<file path="src/rtl/pca_pkg.sv">
// Shared PCA definitions: Givens writer FSM states, default dimensions and
// the saturating negate used by the rotation datapath.
package pca_pkg;

  localparam int PCA_N      = 4;
  localparam int PCA_DATA_W = 8;
  localparam int PCA_FRAC_W = 6;

  typedef enum logic [1:0] {
    IDLE  = 2'd0,
    CHECK = 2'd1,
    WRITE = 2'd2,
    DONE  = 2'd3
  } givens_wr_state_t;

  // Negate a w-bit value carried sign-extended in 32 bits; the most negative
  // w-bit value has no positive counterpart and clamps to the most positive.
  function automatic logic signed [31:0] sat_neg(input logic signed [31:0] x,
                                                 input int w);
    logic signed [31:0] most_neg;
    most_neg = -(32'sd1 <<< (w - 1));
    return (x == most_neg) ? ~most_neg : -x;
  endfunction

endpackage

</file>
<file path="src/rtl/givens_matrix_writer_if.sv">
// Request/completion handshake plus Givens BRAM port A, bundled for the writer.
interface givens_matrix_writer_if
  import pca_pkg::*;
#(
  parameter int N      = PCA_N,
  parameter int DATA_W = PCA_DATA_W,
  parameter int ADDR_W = $clog2(N)
) ();

  logic                     start;
  logic                     mode;
  logic [ADDR_W-1:0]        p;
  logic [ADDR_W-1:0]        q;
  logic signed [DATA_W-1:0] cos_data;
  logic signed [DATA_W-1:0] sin_data;
  logic                     busy;
  logic                     ena_givens;
  logic                     wea_givens;
  logic [ADDR_W-1:0]        addra_givens;
  logic [N*DATA_W-1:0]      dina_givens;
  logic                     done;
  logic                     err;

  modport master (
    input  start, mode, p, q, cos_data, sin_data,
    output busy, ena_givens, wea_givens, addra_givens, dina_givens, done, err
  );

  modport slave (
    output start, mode, p, q, cos_data, sin_data,
    input  busy, ena_givens, wea_givens, addra_givens, dina_givens, done, err
  );

endinterface

</file>
<file path="src/rtl/givens_row_gen.sv">
// Combinational generator for one row of the N x N Givens rotation matrix;
// column 0 lands in the most significant element of the word.
module givens_row_gen
  import pca_pkg::*;
#(
  parameter int N      = PCA_N,
  parameter int DATA_W = PCA_DATA_W,
  parameter int ADDR_W = $clog2(N)
) (
  input  logic [ADDR_W-1:0]        row,
  input  logic [ADDR_W-1:0]        p,
  input  logic [ADDR_W-1:0]        q,
  input  logic signed [DATA_W-1:0] c,
  input  logic signed [DATA_W-1:0] s,
  input  logic signed [DATA_W-1:0] one,
  output logic [N*DATA_W-1:0]      word
);

  logic signed [DATA_W-1:0] neg_s;

  assign neg_s = DATA_W'(sat_neg(32'(s), DATA_W));

  always_comb begin
    word = '0;
    for (int j = 0; j < N; j++) begin
      logic signed [DATA_W-1:0] elem;
      elem = '0;
      if (row == p) begin
        if (int'(p) == j)      elem = c;
        else if (int'(q) == j) elem = s;
      end else if (row == q) begin
        if (int'(p) == j)      elem = neg_s;
        else if (int'(q) == j) elem = c;
      end else if (int'(row) == j) begin
        elem = one;
      end
      word[(N-1-j)*DATA_W +: DATA_W] = elem;
    end
  end

endmodule

</file>
<file path="src/rtl/givens_matrix_writer.sv">
// Latches a rotation request and streams the Givens matrix rows into the
// Givens BRAM, one row per clock, in full or sparse (rows p and q) mode.
module givens_matrix_writer
  import pca_pkg::*;
#(
  parameter int N      = PCA_N,
  parameter int DATA_W = PCA_DATA_W,
  parameter int FRAC_W = PCA_FRAC_W
) (
  input  logic                  clk,
  input  logic                  rst,
  givens_matrix_writer_if.master bus
);

  localparam int ADDR_W = $clog2(N);
  localparam logic signed [DATA_W-1:0] ONE = DATA_W'(1 << FRAC_W);

  givens_wr_state_t state, state_nxt;

  logic [ADDR_W-1:0]        cnt;
  logic                     err_l;
  logic                     mode_l;
  logic [ADDR_W-1:0]        p_l, q_l;
  logic signed [DATA_W-1:0] cos_l, sin_l;

  logic [ADDR_W-1:0]   lo, hi, row;
  logic                last, bad;
  logic [N*DATA_W-1:0] row_word;

  logic                busy_r, ena_r, wea_r, done_r, err_r;
  logic [ADDR_W-1:0]   addr_r;
  logic [N*DATA_W-1:0] din_r;
  logic                busy_d, ena_d, wea_d, done_d, err_d;
  logic [ADDR_W-1:0]   addr_d;
  logic [N*DATA_W-1:0] din_d;

  // Request operands are captured once and never re-read during the run.
  always_ff @(posedge clk) begin
    if (state == IDLE && bus.start) begin
      mode_l <= bus.mode;
      p_l    <= bus.p;
      q_l    <= bus.q;
      cos_l  <= bus.cos_data;
      sin_l  <= bus.sin_data;
    end
  end

  assign lo   = (p_l < q_l) ? p_l : q_l;
  assign hi   = (p_l < q_l) ? q_l : p_l;
  assign row  = mode_l ? ((cnt == '0) ? lo : hi) : cnt;
  assign last = mode_l ? (cnt == ADDR_W'(1)) : (cnt == ADDR_W'(N - 1));
  assign bad  = (p_l == q_l) || (int'(p_l) >= N) || (int'(q_l) >= N);

  givens_row_gen #(
    .N      (N),
    .DATA_W (DATA_W),
    .ADDR_W (ADDR_W)
  ) u_row_gen (
    .row  (row),
    .p    (p_l),
    .q    (q_l),
    .c    (cos_l),
    .s    (sin_l),
    .one  (ONE),
    .word (row_word)
  );

  always_ff @(posedge clk or posedge rst) begin
    if (rst) begin
      state <= IDLE;
      cnt   <= '0;
      err_l <= 1'b0;
    end else begin
      state <= state_nxt;
      if (state == CHECK) begin
        cnt   <= '0;
        err_l <= bad;
      end else if (state == WRITE) begin
        cnt <= cnt + ADDR_W'(1);
      end
    end
  end

  always_comb begin
    state_nxt = state;
    case (state)
      IDLE:    if (bus.start) state_nxt = CHECK;
      CHECK:   state_nxt = bad ? DONE : WRITE;
      WRITE:   if (last) state_nxt = DONE;
      DONE:    state_nxt = IDLE;
      default: state_nxt = IDLE;
    endcase
  end

  // Outputs are the registered image of the current state, one cycle later.
  always_comb begin
    busy_d = (state == CHECK) || (state == WRITE);
    ena_d  = (state == WRITE);
    wea_d  = (state == WRITE);
    addr_d = addr_r;
    din_d  = din_r;
    done_d = (state == DONE);
    err_d  = (state == DONE) && err_l;
    if (state == WRITE) begin
      addr_d = row;
      din_d  = row_word;
    end
  end

  always_ff @(posedge clk or posedge rst) begin
    if (rst) begin
      busy_r <= 1'b0;
      ena_r  <= 1'b0;
      wea_r  <= 1'b0;
      addr_r <= '0;
      din_r  <= '0;
      done_r <= 1'b0;
      err_r  <= 1'b0;
    end else begin
      busy_r <= busy_d;
      ena_r  <= ena_d;
      wea_r  <= wea_d;
      addr_r <= addr_d;
      din_r  <= din_d;
      done_r <= done_d;
      err_r  <= err_d;
    end
  end

  assign bus.busy         = busy_r;
  assign bus.ena_givens   = ena_r;
  assign bus.wea_givens   = wea_r;
  assign bus.addra_givens = addr_r;
  assign bus.dina_givens  = din_r;
  assign bus.done         = done_r;
  assign bus.err          = err_r;

endmodule

</file>
<file path="src/flat_wrapper.sv">
// flat-port wrapper written by rule: the top's interface ports become plain ports
module givens_matrix_writer_flat import pca_pkg::*;
#(
  parameter int N      = PCA_N,
  parameter int DATA_W = PCA_DATA_W,
  parameter int FRAC_W = PCA_FRAC_W
)
  (clk, rst, bus_start, bus_mode, bus_p, bus_q, bus_cos_data, bus_sin_data, bus_busy, bus_ena_givens, bus_wea_givens, bus_addra_givens, bus_dina_givens, bus_done, bus_err);
  givens_matrix_writer_if #(.N(N), .DATA_W(DATA_W)) bus_i ();
  input  logic clk;
  input  logic rst;
  input wire logic [$bits(bus_i.start)-1:0] bus_start;
  input wire logic [$bits(bus_i.mode)-1:0] bus_mode;
  input wire logic [$bits(bus_i.p)-1:0] bus_p;
  input wire logic [$bits(bus_i.q)-1:0] bus_q;
  input wire logic [$bits(bus_i.cos_data)-1:0] bus_cos_data;
  input wire logic [$bits(bus_i.sin_data)-1:0] bus_sin_data;
  output wire logic [$bits(bus_i.busy)-1:0] bus_busy;
  output wire logic [$bits(bus_i.ena_givens)-1:0] bus_ena_givens;
  output wire logic [$bits(bus_i.wea_givens)-1:0] bus_wea_givens;
  output wire logic [$bits(bus_i.addra_givens)-1:0] bus_addra_givens;
  output wire logic [$bits(bus_i.dina_givens)-1:0] bus_dina_givens;
  output wire logic [$bits(bus_i.done)-1:0] bus_done;
  output wire logic [$bits(bus_i.err)-1:0] bus_err;
  assign bus_i.start = bus_start;
  assign bus_i.mode = bus_mode;
  assign bus_i.p = bus_p;
  assign bus_i.q = bus_q;
  assign bus_i.cos_data = bus_cos_data;
  assign bus_i.sin_data = bus_sin_data;
  assign bus_busy = bus_i.busy;
  assign bus_ena_givens = bus_i.ena_givens;
  assign bus_wea_givens = bus_i.wea_givens;
  assign bus_addra_givens = bus_i.addra_givens;
  assign bus_dina_givens = bus_i.dina_givens;
  assign bus_done = bus_i.done;
  assign bus_err = bus_i.err;
  givens_matrix_writer #(.N(N), .DATA_W(DATA_W), .FRAC_W(FRAC_W)) u_core (.clk(clk), .rst(rst), .bus(bus_i));
endmodule
</file>
<file path="config.mk">
export PLATFORM = sky130hd
export DESIGN_NAME = givens_matrix_writer_flat
export DESIGN_NICKNAME = d
export VERILOG_FILES = /design/src/rtl/pca_pkg.sv /design/src/rtl/givens_matrix_writer_if.sv /design/src/rtl/givens_row_gen.sv /design/src/rtl/givens_matrix_writer.sv /design/src/flat_wrapper.sv
export SDC_FILE = /design/constraint.sdc
export NUM_CORES = 1
export LEC_CHECK = 0
export CAP_MARGIN = 20
export CORE_ASPECT_RATIO = 0.75
export CORE_UTILIZATION = 40
export DETAILED_ROUTE_END_ITERATION = 16
export HOLD_SLACK_MARGIN = 0.15
export PLACE_DENSITY = 0.63
export SLEW_MARGIN = 20
export SYNTH_ARGS = -nofsm -noshare
export SYNTH_HDL_FRONTEND = slang
export SYNTH_SLANG_ARGS = --single-unit
</file>
<file path="constraint.sdc">
create_clock -name clk -period 2.6 [get_ports clk]
set_input_delay 0.26 -clock clk [delete_from_list [all_inputs] [get_ports clk]]
set_output_delay 0.26 -clock clk [all_outputs]
set_load 0.01 [all_outputs]
</file>
== Word level (Yosys, flattened, before mapping) ==
Index checks and enable logic that the tools add are counted.

* Flip-flop bits (word level): 64
* Input port bits: 24
* Output and inout port bits: 39

* $add $sub $neg: 2
* $lt $le $gt $ge: 1
* Equal/unequal tests: 20
* Muxes and demuxes: 40
* Reduce and logical (&&, ||, !) cells: 10

{| class="wikitable"
|+ Operators with widths
! kind !! number
|-
| 8-bit 2-to-1 mux || 25
|-
| 7-bit 2-to-1 mux || 4
|-
| 2-bit equality test (second input constant) || 9
|-
| 2-bit 2-to-1 mux || 8
|-
| 2-bit by 1-bit equality test with 1-bit output (second input constant) || 5
|-
| 2-bit logical NOT || 5
|-
| 8-bit equality test (second input constant) || 1
|-
| 8-bit negation || 1
|-
| 2-bit one-hot mux with 4 select lines || 1
|-
| 2-bit equality test || 3
|-
| 2-bit by 1-bit adder with 2-bit output (second input constant) || 1
|-
| 1-bit logical AND || 2
|-
| 2-bit less-than comparator || 1
|-
| 1-bit 2-to-1 mux || 2
|-
| 2-bit by 1-bit != test with 1-bit output (second input constant) || 1
|-
| 2-bit != test (second input constant) || 1
|-
| 2-bit AND reduction || 1
|-
| 2-bit nonzero test || 1
|-
| 1-bit logical OR || 1
|}

== Longest topological paths before layout ==
Gate-level depths: netlist of the first run.

* Depth after elaboration: 8
* Depth in mapped cells: 10
* Depth with buffers taken out: 8

== Cells and area by module ==
From an unflattened synthesis of the first run, not the netlist that was laid out.

* Cell total of the unflattened synthesis: 408
* Area total of the unflattened synthesis: 4194.0 um2

{| class="wikitable"
|+ Modules (own cells, without submodules)
! module !! instances !! cells an instance !! area each (um2) !! sequential area each (um2)
|-
| givens_matrix_writer || 1 || 155 || 2484.9 || 1706.6
|-
| givens_row_gen || 1 || 253 || 1709.1 || 0.0
|}

== Least setup slack after synthesis of the first run ==
OpenSTA, ideal clock, no wires.

* Path type: register to register
* Start: register u_core.q_l[1]
* End: register u_core.din_r[15], in the netlist u_core.bus.dina_givens[15]
* Library setup time: 0.077 ns
* Data arrival time: 2.232 ns
* Required time: 2.523 ns
* Setup slack: 0.291 ns
* Cell stages (with the launch flop): 10
* Period minus slack after synthesis: 2.309 ns
* Cells stage by stage: edfxtp_1 > inv_1 > ha_1 > o21bai_1 > xnor2_1 > o21ai_1 > a221oi_4 > buf_6 > a22oi_1 > a21oi_1

* Word-level cells in the longest chain between the ends: 7
* Elaborated cells between the ends (all ways): 14
* Classes of those cells: order compare: 1; eq/ne: 3; mux: 10

{| class="wikitable"
|+ RTL lines
! what !! RTL line !! text
|-
| start, declared || givens_matrix_writer.sv:23 || <nowiki>logic [ADDR_W-1:0] p_l, q_l;</nowiki>
|-
| start signal, assigned || givens_matrix_writer.sv:42 || <nowiki>q_l <= bus.q;</nowiki>
|-
| 2-bit less-than comparator || givens_matrix_writer.sv:48, givens_matrix_writer.sv:49 ||
|-
| 2-bit 2-to-1 mux, on equally long branches || givens_matrix_writer.sv:49, givens_matrix_writer.sv:48 ||
|-
| 2-bit 2-to-1 mux (2 in series) || givens_matrix_writer.sv:50 || <nowiki>assign row = mode_l ? ((cnt == '0) ? lo : hi) : cnt;</nowiki>
|-
| 2-bit equality test || givens_row_gen.sv:31 || <nowiki>end else if (row == q) begin</nowiki>
|-
| 8-bit 2-to-1 mux || givens_row_gen.sv:31 ||
|-
| 8-bit 2-to-1 mux (*) || givens_row_gen.sv:28 || <nowiki>if (row == p) begin</nowiki>
|-
| end signal, assigned || givens_matrix_writer.sv:124 || <nowiki>din_r <= din_d;</nowiki>
|-
| end, declared || givens_matrix_writer.sv:32 || <nowiki>logic [N*DATA_W-1:0] din_r;</nowiki>
|}

Every way passes the cells marked *; elsewhere a longest branch is shown, timed or not.
A chain may end at the register's enable or synchronous reset.

== Worst setup path after layout of the first run ==
* Start: register u_core.sin_l[0]
* End: register u_core.din_r[31], in the netlist u_core.bus.dina_givens[31]

* Word-level cells in the longest chain between the ends: 5
* Elaborated cells between the ends (all ways): 6
* Classes of those cells: add/sub: 1; eq/ne: 1; mux: 4

{| class="wikitable"
|+ RTL lines
! what !! RTL line !! text
|-
| start, declared || givens_matrix_writer.sv:24 || <nowiki>logic signed [DATA_W-1:0] cos_l, sin_l;</nowiki>
|-
| start signal, assigned || givens_matrix_writer.sv:44 || <nowiki>sin_l <= bus.sin_data;</nowiki>
|-
| 8-bit negation / 8-bit equality test (equally long branches) || pca_pkg.sv:22 || <nowiki>return (x == most_neg) ? ~most_neg : -x;</nowiki>
|-
| 8-bit 2-to-1 mux (*) || pca_pkg.sv:22 ||
|-
| 8-bit 2-to-1 mux (*) || givens_row_gen.sv:32 || <nowiki>if (int'(p) == j) elem = neg_s;</nowiki>
|-
| 8-bit 2-to-1 mux (*) || givens_row_gen.sv:31 ||
|-
| 8-bit 2-to-1 mux (*) || givens_row_gen.sv:28 ||
|}

Marks and branches as above.

==> results of run 1 <==
-- metrics by stage --
stage               instances  hold slack [ns]  utilization
floorplan                 400            0.359            -
global placement          573            0.477        0.501
detailed placement        573            0.504        0.501
CTS                       589            0.414        0.533
global route              589            0.449        0.535
finish                    589            0.397        0.535
-- where the power goes --
part,switching (mW),internal (mW)
logic,1.55,1.34
registers,0.301,1.47
clock network,0.412,0.790
total,2.27,3.60
-- worst max-delay path, stage by stage (launching register included) --
cell and delay (ns):
edfxtp_1 0.39, inv_1 0.08, ha_1 0.25, or3b_2 0.50, and3_1 0.18, a21oi_1 0.39, o21ai_0 0.17, a22oi_1 0.29
a21oi_1 0.10
-- registers in the layout, indices dropped and copies added (netlist names), 2 cells and up --
name                     count
u_core.bus.dina_givens      32
u_core.state                 2
u_core.sin_l                 8
u_core.q_l                   2
u_core.cnt                   2
u_core.cos_l                 8
u_core.p_l                   2
u_core.bus.addra_givens      2
-- cell usage after synthesis, types with 9 or more instances --
| library cell | number | area, µm² |
|---|---|---|
| a21oi_1 | 37 | 185 |
| a22o_1 | 42 | 368 |
| a22oi_1 | 26 | 195 |
| buf_2 | 9 | 45.0 |
| clkbuf_1 | 18 | 67.6 |
| dfrtp_1 | 43 | 1080 |
| edfxtp_1 | 21 | 631 |
| ha_1 | 12 | 150 |
| inv_1 | 16 | 60.1 |
| nand2_1 | 31 | 116 |
| nor2_1 | 39 | 146 |
| o21ai_0 | 26 | 130 |
-- cells by family (layout without fill, tap and decap cells) --
logic type / count (synthesis) / count (layout)
xor gates and xnor gates: 6 / 6
muxes: 3 / 3
buffers and inverters: 57 / 118
adders and majority gates: 12 / 12
and+or+nand+nor: 102 / 102
AOI/OAI and AO/OA: 156 / 156
DFF: 64 / 64
-- worst max-delay path by stage --
stage / startpoint / to / slack (ns) / cells past startpoint
finish: u_core.sin_l[0]$_DFFE_PP_ / u_core.bus.dina_givens[31]$_DFFE_PP0P_ / 0.12 / 8
global route: u_core.sin_l[0]$_DFFE_PP_ / u_core.bus.dina_givens[15]$_DFFE_PP0P_ / 0.005 / 8
CTS: u_core.sin_l[0]$_DFFE_PP_ / u_core.bus.dina_givens[31]$_DFFE_PP0P_ / 0.18 / 8
detailed placement: u_core.sin_l[0]$_DFFE_PP_ / u_core.bus.dina_givens[31]$_DFFE_PP0P_ / 0.19 / 8
global placement: u_core.sin_l[0]$_DFFE_PP_ / u_core.bus.dina_givens[31]$_DFFE_PP0P_ / 0.24 / 8
floorplan: u_core.q_l[1]$_DFFE_PP_ / u_core.bus.dina_givens[15]$_DFFE_PP0P_ / 0.29 / 9
-- layer usage --
layer / up-vias / routed length [µm] / global-route usage
met5: - / 0 / 0
met4: 0 / 112 / 0.0697
met3: 11 / 944 / 0.0671
met2: 143 / 3800 / 0.270
met1: 1545 / 4990 / 0.315
li1: 1583 / - / -
-- layout make-up --
type | instances | area (µm²)
clock inverters | 3 | 40.0
repair buffers | 86 | 805
inverters | 16 | 60.1
well taps | 128 | 160
multi-input cells | 279 | 1860
clock buffers | 13 | 260
fillers | 857 | 4260
flip-flops and latches | 64 | 1710
-- cells in the final DEF, fill, tap and decap left out, types with 21 or more instances in the layout --
cell             count
dfrtp_1             43
nor2_1              39
nand2_1             31
clkdlybuf4s50_1     62
o21ai_0             26
edfxtp_1            21
a22o_1              42
buf_4               23
a21oi_1             37
a22oi_1             26
==> impl_metrics.csv, run 1 <==
group,metric,value,unit
synthesis,ys_seq_elements,64,
die,fp.dieW,115,µm
global_route,grtUsageTotal,0.207,
cts,root_buffer,"clkbuf_16",
sta,setup_slack,0.122,ns
pwr,power_per_cell_area,1200,nW/µm²
critical_path,worst_setup_path_start_kind,"flop",
sta,clock-skew-final,0.00634,ns
synthesis,synth-edff-count,21,
route,drt_first_pass_iters,5,
sta,finalSetupViolCount,0,
die,fp-row-count,30,
synthesis,netlist_instances,400,
synthesis,ys_seq_area_frac,0.446,
synthesis,synth-simple-area-share,0.130,
synthesis,syn-cell-area,3820,µm²
critical_path,worstReg2RegStart,"u_core.sin_l[0]$_DFFE_PP_",
layout,antenna_cells,0,
place,dpl_worst_slack,0.191,ns
die,dieArea,9960,µm²
synthesis,yosysWarnings,0,
synthesis,synthAdderAreaFrac,0.0393,
global_route,grt_pass1_vias,2920,
place,place_congestion,0.861,
die,core,9160,µm²
critical_path,r2r_end,"u_core.bus.dina_givens[31]$_DFFE_PP0P_",
route,vias_per_cell,5.57,
cts,post_cts_buffers,0,
critical_path,r2r_cells,8,
critical_path,rrSetupSlack,0.12,ns
sta,period_share,0.953,
worst_hold_path,worstHoldPathType,"input port to asynchronous set/reset pin",
sta,rsz0062_at_grt,"no",
cts,clock_latency,0.33,ns
global_route,grt_max_degree,44,
place,place_hpwl,6990,µm
global_route,grt_remaining_overflow,0,
synthesis,synth_xor_area_frac,0.0157,
sta,slew_viol_final,0,
synthesis,synth_top_family_by_area,"compound AO/OA/AOI/OAI gates",
critical_path,setup.worst_path.class,"flop to flop",
die,num_io_pins,63,
layout,drive_gt1_frac,0.119,
global_route,grt_antenna_before_repair,0,
synthesis,syn_avg_cell_area,9.56,µm²
synthesis,syn_nets,436,
outcome,status,"finished clean",
synthesis,muxShareOfSynthArea,0.00818,
pwr,power.leakage,1.96,nW
sta,tightest_slew,1.02,ns
critical_path,cp.required,2.81,ns
sta,period_minus_slack,2.48,ns
run,cap_violations,0,
layout,syn2layout_area_growth,28.0,%
route,drtIter0Drc,211,
cts,clock_sinks,64,
cts,cts_tree,"done",
critical_path,critPathMaxFanout,6,
synthesis,synth_async_sr_flop_share,0.672,
sta,slew_headroom,0.319,
die,initial_core_util,0.417,
sta,tns,0,ns
global_route,grt_pass1_wl,15600,µm
cts,clkTransAtPathRegs,0.05,ns
sta,fmax,0.404,GHz
route,postRouteAntennaNets,0,
synthesis,synth.distinct_cells,50,
layout,layout.nets,492,
cts,htreeDepth,3,
route,drc,0,
place,place.port_buffers,62,
place,postPlaceCellArea,4580,µm²
cts,cts_made_buffers,9,
route,wl_per_cell,16.7,µm
cts,cts_resized,0,
route,wl,9850,µm
pwr,ir_drop,0.443,mV
cts,cts_buffer_depth,2,
critical_path,endpoint_kind,"flop",
layout,fin_area,4900,µm²
route,num_vias,3282,
cts,cts_hold_buf,0,
synthesis,synth_compound_area_frac,0.292,
pwr,power,5.87,mW
synthesis,synth_ff_type,"dfrtp_1",
die,die_y,86.7,µm
critical_path,arrival,2.68,ns
sta,report.final.hold_viol_count,0,
Power figures use the tool's default switching activity.
==> inputs of run 2 (changes only) <==
--- a/config.mk
+++ b/config.mk
@@ -9,9 +9,11 @@
 export CORE_ASPECT_RATIO = 0.75
 export CORE_UTILIZATION = 40
 export DETAILED_ROUTE_END_ITERATION = 16
+export GPL_TIMING_DRIVEN = 0
 export HOLD_SLACK_MARGIN = 0.15
 export PLACE_DENSITY = 0.63
 export SLEW_MARGIN = 20
 export SYNTH_ARGS = -nofsm -noshare
 export SYNTH_HDL_FRONTEND = slang
 export SYNTH_SLANG_ARGS = --single-unit
+export TNS_END_PERCENT = 10
==> run 2 against run 1 <==
Compared with the run above: combinational power is 6.9% higher; sequential share of layout area is 0.35 points lower; cell count is 3.6% higher; sequential cell count stayed put; worst setup slack worse by 0.028 ns; register-to-register slack worse by 0.03 ns; sequential power is 5% lower; worst hold slack worse by 0.18 ns; largest cell class unchanged; first-iteration DRC count is 25% higher.
==> impl_metrics.csv, run 2 (synthesized netlist as in run 1, its figures left out) <==
group,metric,value,unit
global_route,grt_max_degree,31,
outcome,status,"finished clean",
cts,clock_latency,0.33,ns
global_route,grt_antenna_before_repair,0,
layout,drive_gt1_frac,0.110,
critical_path,worst-path-buf-inv,2,
pwr,power.internal,3.58,mW
pwr,switchingPower,2.35,mW
sta,setup_slack,0.0944,ns
place,postPlaceCellArea,4620,µm²
critical_path,arrival,2.70,ns
place,place_hpwl,7260,µm
pwr,power.leakage,1.96,nW
cts,cts_tree,"done",
die,core,9160,µm²
cts,clkTransAtPathRegs,0.05,ns
die,initial_core_util,0.417,
cts,cts_made_buffers,9,
cts,cts_buffer_depth,2,
critical_path,cp_cell_sequence,"buf_1, inv_1, ha_2, or3b_2, and3_1, a21oi_2, o21ai_0, a22oi_1, a21oi_1",
sta,clock-skew-final,0.00670,ns
cts,root_buffer,"clkbuf_16",
place,dpl_worst_slack,-0.178,ns
sta,slew_headroom,0.377,
critical_path,cp_slowest_cell,"or3b_2",
layout,largest_reg_flops,32,
pwr,swShare,0.396,
route,vias_per_cell,5.68,
critical_path,cp.required,2.79,ns
sta,tightest_slew,0.934,ns
worst_hold_path,worstHoldPathType,"input port to asynchronous set/reset pin",
cts,htreeDepth,3,
sta,fmax,0.399,GHz
die,num_io_pins,63,
pwr,p_comb_frac,0.523,
pwr,power_per_cell_area,1200,nW/µm²
critical_path,cp_top_family,"compound AO/OA/AOI/OAI gates",
die,dieArea,9960,µm²
die,fp-row-count,30,
layout,fin_area,4950,µm²
route,num_vias,3466,
sta,finalSetupViolCount,0,
critical_path,max_stage_delay,0.49,ns
critical_path,r2r_end,"u_core.bus.dina_givens[31]$_DFFE_PP0P_",
global_route,grt_pass1_wl,17000,µm
route,drt_first_pass_iters,5,
layout,antenna_cells,0,
global_route,grtUsageTotal,0.224,
route,drtIter0Drc,264,
critical_path,critPathMaxFanout,8,
layout,n_fill_cell,845,
critical_path,worst_setup_path_start_kind,"flop",
sta,slew_viol_final,0,
critical_path,setup.worst_path.class,"flop to flop",
critical_path,r2r_cells,9,
sta,period_share,0.964,
die,fp.dieW,115,µm
route,drc,0,
route,postRouteAntennaNets,0,
layout,syn2layout_area_growth,29.4,%
pwr,p_seq_frac,0.283,
global_route,grt_remaining_overflow,0,
critical_path,worstReg2RegStart,"u_core.sin_l[1]$_DFFE_PP_",
place,place_congestion,0.865,
route,wl_per_cell,16.8,µm
route,wl,10300,µm
die,die_y,86.7,µm
cts,cts_hold_buf,0,
layout,layout_commonest_cell,"clkdlybuf4s50_1",
pwr,clockPowerShare,0.194,
sta,period_minus_slack,2.51,ns
cts,clock_sinks,64,
run,cap_violations,0,
critical_path,endpoint_kind,"flop",
sta,holdWs,0.220,ns
layout,layout.nets,513,
global_route,grt_pass1_vias,3211,
sta,tns,0,ns
sta,report.final.hold_viol_count,0,
layout,final_cell_mix,"62 x clkdlybuf4s50_1, 43 x dfrtp_1, 42 x a22o_1",
place,place.port_buffers,62,
layout,fin_util,0.540,
pwr,ir_drop,0.466,mV
critical_path,rrSetupSlack,0.09,ns
[run 2: what timing repair did]
item / CTS / global route
setup buffers: 2 / 1
gates cloned: 0 / 0
pin swaps: 0 / 1
gates resized for setup: 1 / 5
setup endpoints to repair: 30 / 29
[run 2: worst max path at each step]
stage | from | slack, ns | cells past startpoint | endpoint
after floorplan | u_core.q_l[1]$_DFFE_PP_ | 0.29 | 9 | u_core.bus.dina_givens[15]$_DFFE_PP0P_
after global placement | u_core.p_l[1]$_DFFE_PP_ | -0.16 | 9 | u_core.bus.dina_givens[15]$_DFFE_PP0P_
after detailed placement | u_core.q_l[1]$_DFFE_PP_ | -0.18 | 9 | u_core.bus.dina_givens[15]$_DFFE_PP0P_
after CTS | u_core.sin_l[1]$_DFFE_PP_ | 0.03 | 9 | u_core.bus.dina_givens[31]$_DFFE_PP0P_
after global routing | u_core.sin_l[1]$_DFFE_PP_ | -0.01 | 9 | u_core.bus.dina_givens[28]$_DFFE_PP0P_
final | u_core.sin_l[1]$_DFFE_PP_ | 0.09 | 9 | u_core.bus.dina_givens[31]$_DFFE_PP0P_
[run 2: power by group through the flow]
stage | combinational [mW] | clock, mW | sequential, mW
4_1_cts | 3.04 | 1.18 | 1.68
2_1_floorplan | 1.73 | 0 | 1.81
3_5_place_dp | 3.00 | 0 | 1.70
5_1_grt | 3.41 | 1.22 | 1.73
3_3_place_gp | 2.96 | 0 | 1.69
6_report | 3.10 | 1.15 | 1.68
[run 2: cell type report]
type | count | area [µm²] | area share
Multi-Input combinational cell | 279 | 1870 | 0.378
Tap cell | 128 | 160 | 0.0324
Timing Repair Buffer | 66 | 663 | 0.134
Buffer | 41 | 203 | 0.0410
Inverter | 16 | 60.1 | 0.0121
Clock inverter | 4 | 45.0 | 0.00911
Clock buffer | 12 | 236 | 0.0478
Sequential cell | 64 | 1710 | 0.345
[run 2: per-stage QoR]
stage,instances,power (mW)
2_1_floorplan,400,3.54
3_3_place_gp,590,4.64
3_5_place_dp,591,4.70
4_1_cts,609,5.90
5_1_grt,610,6.36
6_report,610,5.92
[run 2: metal layers]
| layer | track usage | wire (µm) |
|---|---|---|
| met2 | 0.296 | 4110 |
| met4 | 0.0744 | 136 |
| met3 | 0.0671 | 975 |
| met5 | 0 | 0 |
| met1 | 0.342 | 5060 |
==> inputs of run 3 (changes only) <==
--- a/config.mk
+++ b/config.mk
@@ -11,7 +11,9 @@
 export DETAILED_ROUTE_END_ITERATION = 16
 export GPL_TIMING_DRIVEN = 0
 export HOLD_SLACK_MARGIN = 0.15
+export MAX_ROUTING_LAYER = met4
 export PLACE_DENSITY = 0.63
+export REMOVE_ABC_BUFFERS = 1
 export SLEW_MARGIN = 20
 export SYNTH_ARGS = -nofsm -noshare
 export SYNTH_HDL_FRONTEND = slang
==> run 3 against run 2 <==
Compared with the run above: non-clock buffer count fell by 35; sequential power rose by 5%; die area did not move; cell count fell by 5.7%; power fell by 3.8%; critical path depth did not move; sequential cell count did not move; via count fell by 7.8%; global-route usage fell by 1.1 points; register-to-register slack barely moved; count of clock-buffer cells in the layout rose by 2; routed wire length fell by 7.4%.
==> impl_metrics.csv, run 3 (synthesized netlist as in run 1, its figures left out) <==
group,metric,value,unit
outcome,status,"finished clean",
layout,largest_reg_flops,32,
cts,clock_latency,0.33,ns
route,drc,0,
sta,slew_headroom,0.232,
sta,clock-skew-final,0.00776,ns
place,place_congestion,0.806,
global_route,grt_remaining_overflow,0,
layout,antenna_cells,0,
layout,layoutNonFillerInstCount,575,
layout,drive_gt1_frac,0.103,
critical_path,setup.worst_path.class,"flop to flop",
cts,clock_sinks,64,
sta,slew_viol_final,0,
critical_path,max_stage_delay,0.47,ns
critical_path,critPathLaunch,"u_core.p_l[1]$_DFFE_PP_",
global_route,grt_pass1_wl,15600,µm
route,vias_per_cell,5.56,
pwr,power.leakage,1.88,nW
sta,setup_slack,0.104,ns
critical_path,worst_setup_path_start_kind,"flop",
place,postPlaceCellArea,4470,µm²
place,place_hpwl,6320,µm
die,fp.dieW,115,µm
pwr,power_per_cell_area,1180,nW/µm²
pwr,switchingPower,2.25,mW
die,die_y,86.7,µm
critical_path,cp_slowest_cell,"edfxtp_1",
die,core,9160,µm²
run,cap_violations,0,
pwr,swShare,0.395,
route,wl,9520,µm
sta,period_share,0.960,
critical_path,endpoint_kind,"flop",
cts,cts_tree,"done",
pwr,power.internal,3.45,mW
die,num_io_pins,63,
route,drtIter0Drc,230,
layout,layout_commonest_cell,"clkdlybuf4s50_1",
cts,cts_hold_buf,0,
sta,tightest_slew,1.15,ns
critical_path,critPathMaxFanout,18,
die,dieArea,9960,µm²
layout,fin_area,4820,µm²
global_route,grtUsageTotal,0.213,
cts,clkTransAtPathRegs,0.06,ns
die,initial_core_util,0.417,
die,fp-row-count,30,
route,wl_per_cell,16.5,µm
cts,htreeDepth,3,
critical_path,cp.required,2.84,ns
cts,cts_buffer_depth,2,
global_route,grt_pass1_vias,3082,
route,drt_first_pass_iters,7,
global_route,grt_antenna_before_repair,0,
worst_hold_path,worstHoldPathType,"input port to asynchronous set/reset pin",
place,dp.cells,552,
sta,finalSetupViolCount,0,
cts,root_buffer,"clkbuf_16",
sta,report.final.hold_viol_count,0,
pwr,p_seq_frac,0.311,
layout,syn2layout_area_growth,26.0,%
critical_path,arrival,2.74,ns
route,postRouteAntennaNets,0,
sta,fmax,0.401,GHz
place,dpl_worst_slack,-0.798,ns
route,num_vias,3197,
layout,final_cell_mix,"62 x clkdlybuf4s50_1, 43 x dfrtp_1, 42 x a22o_1",
sta,period_minus_slack,2.50,ns
layout,layout.nets,478,
critical_path,worstReg2RegStart,"u_core.p_l[1]$_DFFE_PP_",
pwr,clockPowerShare,0.187,
place,place.port_buffers,62,
global_route,grt_max_degree,75,
critical_path,cp_cell_sequence,"inv_2, ha_1, o21bai_1, xnor2_2, o21ai_2, a221oi_4, buf_8, a22oi_1, a21oi_1",
pwr,p_comb_frac,0.502,
pwr,ir_drop,0.462,mV
cts,cts_made_buffers,9,
==> run 3: stage by stage <==
stage          TNS (ns)  hold WS (ns)  utilization  power (mW)
3_5_place_dp     -21.83         0.481        0.488        4.52
6_report              0         0.286        0.526        5.70
5_1_grt         -0.0393         0.339        0.526        6.10
2_1_floorplan     -4.93         0.359            -        3.38
4_1_cts               0         0.305        0.521        5.68
3_3_place_gp     -26.02         0.481        0.481        4.40
==> run 3: timing repair <==
| item | in CTS | in global routing |
|---|---|---|
| buffers inserted | 3 | 4 |
| pin swaps | 2 | 0 |
| gates resized for setup | 5 | 5 |
| setup endpoints to repair | 32 | 31 |
==> run 3: worst paths after layout <==
path                                                          endpoint  slack (ns)  cells after the start
worst max-delay path            u_core.bus.dina_givens[18]$_DFFE_PP0P_        0.10                      9
worst min-delay path            u_core.bus.dina_givens[12]$_DFFE_PP0P_        0.29                      2
worst max register to register  u_core.bus.dina_givens[18]$_DFFE_PP0P_        0.10                      9
worst min register to register                u_core.bus.err$_DFF_PP0_        0.50                      1
max in group asynchronous        u_core.bus.dina_givens[5]$_DFFE_PP0P_        1.83                      3
min in group clk                             u_core.cos_l[0]$_DFFE_PP_        0.48                      1
==> run 3: power by group through the flow <==
stage                     Combinational, mW  Clock (mW)  Sequential (mW)
final                                  2.86        1.07             1.77
after CTS                              2.83        1.08             1.77
after detailed placement               2.73           0             1.79
after floorplan                        1.50           0             1.88
after global routing                   3.15        1.13             1.82
after global placement                 2.62           0             1.78
==> run 3: critical path, delay by kind of cell (launching register included) <==
kind | cells | cell delay, ns
compound gates | 5 | 1.12
flops | 1 | 0.47
buf+inv | 2 | 0.36
fa+ha+maj | 1 | 0.27
xor+xnor | 1 | 0.18
==> run 3: layout make-up <==
| class | instances | area [µm²] |
|---|---|---|
| fillers | 888 | 4340 |
| inverters | 16 | 60.1 |
| multi-input cells | 279 | 1900 |
| clock buffers | 14 | 244 |
| clock inverters | 2 | 8.76 |
| flip-flops and latches | 64 | 1710 |
| well taps | 128 | 160 |
| repair buffers | 72 | 739 |
==> run 3: layer usage <==
metal	wire, µm	GRT usage
met2	4230	0.303
met3	584	0.0490
met1	4550	0.294
met5	0	-
met4	151	0.0815
